## src/rtl/forwarding.sv

```systemverilog
// Operand forwarding select generator: compares decode-stage sources against
// EX/MEM/WB destinations and registers a 2-bit bypass select per operand.
module forwarding #(
    parameter int ADDR_W = 7
) (
    input  logic              clk,
    input  logic              rst,
    input  logic [ADDR_W-1:0] rs1_d,
    input  logic [ADDR_W-1:0] rs2_d,
    input  logic [ADDR_W-1:0] rd_EX,
    input  logic [ADDR_W-1:0] rd_MEM,
    input  logic [ADDR_W-1:0] rd_WB,
    output logic [1:0]        ID_EX,
    output logic [1:0]        MEM_EX
);

    localparam logic [1:0] SEL_RF  = 2'b00;
    localparam logic [1:0] SEL_EX  = 2'b01;
    localparam logic [1:0] SEL_MEM = 2'b10;
    localparam logic [1:0] SEL_WB  = 2'b11;

    // Register 0 is hard-wired zero, so neither a zero source nor a zero
    // destination may ever produce a forward.
    function automatic logic [1:0] pick_sel(
        input logic [ADDR_W-1:0] rs,
        input logic [ADDR_W-1:0] ex,
        input logic [ADDR_W-1:0] mem,
        input logic [ADDR_W-1:0] wb
    );
        logic [1:0] sel;
        sel = SEL_RF;
        if (rs != '0) begin
            if (rs == ex)
                sel = SEL_EX;
            else if (rs == mem)
                sel = SEL_MEM;
            else if (rs == wb)
                sel = SEL_WB;
        end
        return sel;
    endfunction

    logic [1:0] sel_rs1;
    logic [1:0] sel_rs2;

    always_comb begin
        sel_rs1 = pick_sel(rs1_d, rd_EX, rd_MEM, rd_WB);
        sel_rs2 = pick_sel(rs2_d, rd_EX, rd_MEM, rd_WB);
    end

    always_ff @(posedge clk or posedge rst) begin
        if (rst) begin
            ID_EX  <= SEL_RF;
            MEM_EX <= SEL_RF;
        end else begin
            ID_EX  <= sel_rs1;
            MEM_EX <= sel_rs2;
        end
    end

endmodule

```

## config.mk

```make
export PLATFORM = sky130hd
export DESIGN_NAME = forwarding
export DESIGN_NICKNAME = d
export VERILOG_FILES = /design/src/rtl/forwarding.sv
export SDC_FILE = /design/constraint.sdc
export NUM_CORES = 1
export LEC_CHECK = 0
export CORE_AREA = 3 3 47 49
export DETAILED_ROUTE_END_ITERATION = 12
export DIE_AREA = 0 0 50 52
export GPL_ROUTABILITY_DRIVEN = 0
export HOLD_SLACK_MARGIN = 0.05
export PLACE_DENSITY_LB_ADDON = 0.12
export RECOVER_POWER = 25
export SLEW_MARGIN = 40
export SYNTH_ARGS = -nofsm -noshare
export SYNTH_HDL_FRONTEND = slang
export SYNTH_SLANG_ARGS = --single-unit
```

## constraint.sdc

```tcl
create_clock -name clk -period 0.8 [get_ports clk]
set_clock_uncertainty 0.15 [all_clocks]
set_input_delay 0.16 -clock clk [delete_from_list [all_inputs] [get_ports clk]]
set_output_delay 0.16 -clock clk [all_outputs]
set_load 0.02 [all_outputs]
```

==> results of run 1 <==
==> flip-flops by register name (all words and copies together), names as in the netlist <==
signal,flops
MEM_EX,2
ID_EX,2
==> per-stage QoR <==
step,power [mW],hold WS [ns],TNS [ns],instance area (um2)
finish,1.06,0.100,-2.50,1340
global route,1.13,0.115,-2.84,1340
floorplan,0.424,-0.224,-1.59,681
CTS,1.02,-0.0380,-2.63,1240
global placement,0.789,0.207,-5.68,1250
detailed placement,0.797,0.203,-5.83,1250
==> cells in the mapped netlist, drive strengths merged <==
master  count  area share, %
nor4        6            8.6
a21oi       2            1.5
nor3        2            1.5
or4         2            2.3
nand2       2            1.1
inv         1           0.57
nand4       6            5.7
xnor2      26             35
dfrtp       4             15
xor2       16             21
nor2        2            1.1
nor3b       2            3.8
o31ai       2            2.3
==> cells in the final DEF (no fill, tap or decap), drive strengths merged, types with 4 or more instances in the layout <==
cell type,synthesis,routed
clkbuf,0,8
dlygate4sd2,0,6
xnor2,26,26
dfrtp,4,4
nor4,6,6
clkdlybuf4s15,0,8
xor2,16,16
nand4,6,6
buf,0,38
==> power groups by stage <==
stage	clock network [mW]	registers (mW)	logic (mW)
3_5_place_dp	0	0.211	0.585
4_1_cts	0.253	0.210	0.552
6_report	0.242	0.210	0.611
3_3_place_gp	0	0.211	0.578
5_1_grt	0.272	0.210	0.653
2_1_floorplan	0	0.217	0.206
==> cells by family (layout without fill, tap and decap cells) <==
| kind of cell | after synthesis | in the layout |
|---|---|---|
| simple gates | 22 | 22 |
| xor+xnor | 42 | 42 |
| buf+inv | 1 | 63 |
| compound gates | 4 | 4 |
| flops | 4 | 4 |
==> final cells by class <==
| type | count | area, um2 |
|---|---|---|
| Multi-Input combinational cell | 68 | 679 |
| Fill cell | 160 | 559 |
| Timing Repair Buffer | 59 | 503 |
| Sequential cell | 4 | 100 |
| Tap cell | 27 | 33.8 |
| Clock buffer | 3 | 22.5 |
| Inverter | 1 | 3.75 |
==> worst max-delay path by stage <==
stage / from / endpoint / slack (ns) / cells past startpoint
after floorplan: rs2_d[3] / MEM_EX[1]$_DFF_PP0_ / -0.41 / 3
after global placement: rs2_d[2] / MEM_EX[1]$_DFF_PP0_ / -1.11 / 6
after detailed placement: rs2_d[2] / MEM_EX[1]$_DFF_PP0_ / -1.14 / 6
after CTS: rs2_d[5] / MEM_EX[1]$_DFF_PP0_ / -0.46 / 4
after global routing: rs2_d[3] / MEM_EX[1]$_DFF_PP0_ / -0.49 / 6
final: rs2_d[3] / MEM_EX[1]$_DFF_PP0_ / -0.42 / 6
==> per-layer routing <==
layer,up-vias,part of all wire (%),track usage (%)
met1,337,39,19.7
met4,0,1.7,9.68
li1,379,-,-
met2,35,53,32.0
met3,4,6.5,3.15
met5,-,0,0
==> repair_timing <==
| item | 4_1_cts | 5_1_grt |
|---|---|---|
| setup endpoints to repair | 8 | 8 |
| endpoints found under the hold margin | 4 | 4 |
| resized for setup | 119 | 37 |
| pin swaps | 25 | 26 |
| setup buffers | 0 | 2 |
==> results.md, run 1 <==
* Startpoint type of the worst setup path: input pin
* Post-synthesis sequential element count at 4
* Ant. Diodes at 0
* Clock Power Share at 22.8%
* Slowest cell on the critical path: nor4_2
* Final Instance Count excl. Fillers at 162
* Cell Chain, Critical Path: buf_8, xor2_2, nor4_2, nand4_1, o31ai_2, nor3b_4
* Complex-gate fraction of the synthesized area at 3.82%
* Number of detailed-route iterations in the first pass at 4
* Standard cell core area at 1900 um2
* Power density normalized to cell area at 792 nW/um2
* Final wirelength at 2240 um
* I/O pin count at 41
* Worst-path maximum fanout at 3
* Utilization after layout at 70.6%
* Worst slack at placement at -1.14 ns
* Number of antenna-violating nets in the routed design at 0
* Post-Synth XOR/XNOR Area at 56.1%
* Path type of the worst setup path: input pin to register
* Status: finished with violations
* Family of cells with the greatest summed delay on the critical path: simple AND/OR/NAND/NOR gates
* Remaining max-slew budget at the tightest pin at 77.0%
* Post-Synthesis Mean Instance Area at 8.98 um2
* Synthesized Nets at 110
* Time the worst path needs with I/O delays and setup at 1.22 ns
* Violations in the final reports: setup timing
* Worst VDD drop at 0.000527 V
* Synth warnings at 0
* Cells after DPL at 158
* Largest family of logic cells by synthesized area: XOR/XNOR gates
* Share of the clock period used by the worst path after layout at 152%
* Distinct cell type count of the synthesized netlist at 14
* DRC violation total after the first TritonRoute iteration at 1
* Crit path capture type: register
* Total via count after detailed routing at 755
* Longest individual stage delay on the worst path at 0.29 ns
* Buffers and inverters on the worst path at 1
* Number of sinks handled by clock tree synthesis at 4
* H-tree levels at 1
* RSZ-0062 raised after global routing: true
* Root buffer cell: clkbuf_4
* Port Buffers at 40
* Internal Pwr Total at 0.713 mW
* Die Y at 52 um
* Max-capacitance violation count at 0
* Overall Global Routing Usage at 17.8%
* Multiplexer share of the synthesized area at 0%
* Register clock-pin slew on the reported worst setup and hold paths at 0.04 ns
* Width of the die at 50 um
* Sequential power share at 19.7%
* Post-Synthesis Cell Area at 656 um2
* Cells after Synth at 73
* Sequential fraction of the synthesis area at 15.3%
* Maximum number of pins on one net before global-route repair at 5
* Final worst-path setup slack at -0.416 ns
* Worst Tran Pin Value at 0.343 ns
* Clock tree from TritonCTS: yes
* Remaining routing DRC violations at 0
* Total net switching power at 0.350 mW
* Arrival time of the worst setup path at 1.21 ns
* Final Max Tran Viols at 0
* Required time worst endpoint at 0.79 ns
* Worst hold-check path type: input pin to asynchronous set/reset pin
* Post-Synth Simple-Gate Area at 24.2%
* # rows at 16
* Clock buffer count from CTS at 3
* Part of the power in combinational logic at 57.5%
* Remaining global-route overflow at 0
* Total of endpoints with negative setup slack in the final report at 8
* Average wire per cell in the routed design at 13.8 um
* Vias per cell at 4.66
* Area growth from synthesis to layout at 105%
* Initial antenna violation count at 0
* Initial core utilization at 34.5%
* Die area at 2600 um2
* HPWL after detailed placement at 1890 um
* Proportion of layout cells with a drive suffix above 1 at 51.1%
* Static Leak at 0.583 nW
* Vias in the first global route at 831
* Fin. Hold Viols at 0
* Layout Nets at 174
* Maximum clock insertion buffer count at 2
* Switching power share of the total at 32.9%
* Timing-limited maximum frequency at 822 MHz
* First-pass GRT wire length at 3530 um
* Adder-cell area share of the yosys netlist at 0%
Note: power is estimated with default switching activity, not from simulation.
==> run 2, diff against run 1 <==
--- a/config.mk
+++ b/config.mk
@@ -11,7 +11,6 @@
 export GPL_ROUTABILITY_DRIVEN = 0
 export HOLD_SLACK_MARGIN = 0.05
 export PLACE_DENSITY_LB_ADDON = 0.12
-export RECOVER_POWER = 25
 export SLEW_MARGIN = 40
 export SYNTH_ARGS = -nofsm -noshare
 export SYNTH_HDL_FRONTEND = slang
==> run 2 against run 1 <==
The flow finishes with violations (hold timing, setup timing). Global-route usage is the same. Maximum frequency stayed put. Sequential share of layout area is the same. Flip-flop and latch count is the same. Wire length is the same. Via count stayed put. Die area unchanged. Worst setup slack unchanged. Critical path depth did not move. Critical endpoint unchanged. Highest routed layer unchanged.
==> results.md, run 2 (synthesized netlist as in run 1, its figures left out) <==
* Vias in the first global route at 831 (unchanged)
* Ant. Diodes at 0 (unchanged)
* Register clock-pin slew on the reported worst setup and hold paths at 0.04 ns (about the same)
* Number of detailed-route iterations in the first pass at 4 (unchanged)
* Cell area after layout at 1340 um2 (unchanged)
* Standard cell area after detailed placement at 1250 um2 (unchanged)
* # rows at 16 (unchanged)
* Root buffer cell: clkbuf_4
* Standard cell core area at 1900 um2 (unchanged)
* Die Y at 52 um (unchanged)
* Number of sinks handled by clock tree synthesis at 4 (unchanged)
* Final wirelength at 2240 um (unchanged)
* Fin. Hold Viols at 4 (+4)
* Area growth from synthesis to layout at 105% (unchanged)
* Static Leak at 0.583 nW (about the same)
* Arrival time of the worst setup path at 1.21 ns (about the same)
* Worst-path maximum fanout at 3 (unchanged)
* I/O pin count at 41 (unchanged)
* Width of the die at 50 um (unchanged)
* Share of the clock period used by the worst path after layout at 152% (unchanged)
* Required time worst endpoint at 0.79 ns (about the same)
* Remaining routing DRC violations at 0 (unchanged)
* Maximum clock insertion buffer count at 2 (unchanged)
* Total via count after detailed routing at 755 (unchanged)
* Startpoint type of the worst setup path: input pin
* Worst hold-check path type: input pin to asynchronous set/reset pin
* Leading cell types in the layout, fill and taps excluded: 20 x xnor2_1, 18 x buf_4, 13 x xor2_1
* Proportion of layout cells with a drive suffix above 1 at 51.1% (unchanged)
* Average wire per cell in the routed design at 13.8 um (unchanged)
* Maximum number of pins on one net before global-route repair at 5 (unchanged)
* Regs by FF count: ID_EX x2, MEM_EX x2
* Status: finished with violations
* Total of endpoints with negative setup slack in the final report at 8 (unchanged)
* Time the worst path needs with I/O delays and setup at 1.22 ns (unchanged)
* Timing-limited maximum frequency at 822 MHz (unchanged)
* Power density normalized to cell area at 793 nW/um2 (about the same)
* Worst Tran Pin Value at 0.343 ns (unchanged)
* Initial core utilization at 34.5% (unchanged)
* Crit path capture type: register
* Die area at 2600 um2 (unchanged)
* Most common cell after layout, fill and taps aside: xnor2_1
* First-pass GRT wire length at 3530 um (unchanged)
* Overall Global Routing Usage at 17.8% (unchanged)
* Clock buffer count from CTS at 3 (unchanged)
* Layout Nets at 174 (unchanged)
* Remaining global-route overflow at 0 (unchanged)
* Worst VDD drop at 0.000527 V (about the same)
* Final Max Tran Viols at 0 (unchanged)
* Port Buffers at 40 (unchanged)
* Final worst-path setup slack at -0.416 ns (unchanged)
* Worst slack at placement at -1.14 ns (unchanged)
* Max-capacitance violation count at 0 (unchanged)
* H-tree levels at 1 (unchanged)
* HPWL after detailed placement at 1890 um (unchanged)
* Initial antenna violation count at 0 (unchanged)
* Number of antenna-violating nets in the routed design at 0 (unchanged)
* Hold Slack at -0.0366 ns (-0.137 ns)
* Violations in the final reports: hold timing, setup timing
* RSZ-0062 raised after global routing: true
* Remaining max-slew budget at the tightest pin at 77.0% (unchanged)
* Vias per cell at 4.66 (unchanged)
* Path type of the worst setup path: input pin to register
* Clock tree from TritonCTS: yes
* DRC violation total after the first TritonRoute iteration at 1 (unchanged)
==> run 2: cell types whose count changed in the layout (fill, tap and decap cells not counted), sizes merged <==
cell,before,now
clkdlybuf4s50,0,1
dlygate4sd3,1,0
==> run 2: critical path, cell delays in order <==
cell and delay, ns:
buf_8 0.10, xor2_2 0.16, nor4_2 0.29, nand4_1 0.18, o31ai_2 0.09, nor3b_4 0.22
==> run 2: area by class of cell <==
class,instances,area (um2)
Multi-Input combinational cell,68,679
Tap cell,27,33.8
Fill cell,160,559
Inverter,1,3.75
Timing Repair Buffer,59,503
Clock buffer,3,22.5
Sequential cell,4,100
==> run 2: layer usage <==
metal  share of wire [%]  global-route usage [%]  wire length [um]  up-vias
li1                    -                       -                 -      379
met1                  39                    19.7               867      337
met2                  53                    32.0              1190       35
met3                 6.5                    3.15               145        4
met4                 1.7                    9.68                37        0
met5                   0                       0                 0        -
==> run 2: power breakdown <==
group | internal, mW | switching [mW]
sequential | 0.208 | 0.00183
clock | 0.167 | 0.0750
combinational | 0.339 | 0.273
total | 0.714 | 0.350
==> run 2: worst paths after layout <==
| kind | startpoint | end | cells after the start |
|---|---|---|---|
| setup / recovery | rs2_d[3] | MEM_EX[1]$_DFF_PP0_ | 6 |
| hold / removal | rst | MEM_EX[0]$_DFF_PP0_ | 2 |
| max in group asynchronous | rst | MEM_EX[1]$_DFF_PP0_ | 2 |
| min in group clk | rs2_d[5] | MEM_EX[0]$_DFF_PP0_ | 4 |
==> run 2: timing repair <==
action                                  in CTS  in global routing
endpoints found under the setup margin       8                  8
buffers inserted                             0                  2
pin swaps                                   25                 26
resized for setup                          119                 37
endpoints found under the hold margin        4                  4
==> run 2: per-stage QoR <==
| stage | power [mW] | std cells | util, % | setup TNS, ns |
|---|---|---|---|---|
| after floorplan | 0.424 | 73 | - | -1.59 |
| after global placement | 0.789 | 158 | 65.7 | -5.68 |
| after detailed placement | 0.797 | 158 | 65.7 | -5.83 |
| after CTS | 1.02 | 161 | 65.1 | -2.63 |
| after global routing | 1.14 | 162 | 70.6 | -2.84 |
| final | 1.06 | 162 | 70.6 | -2.50 |
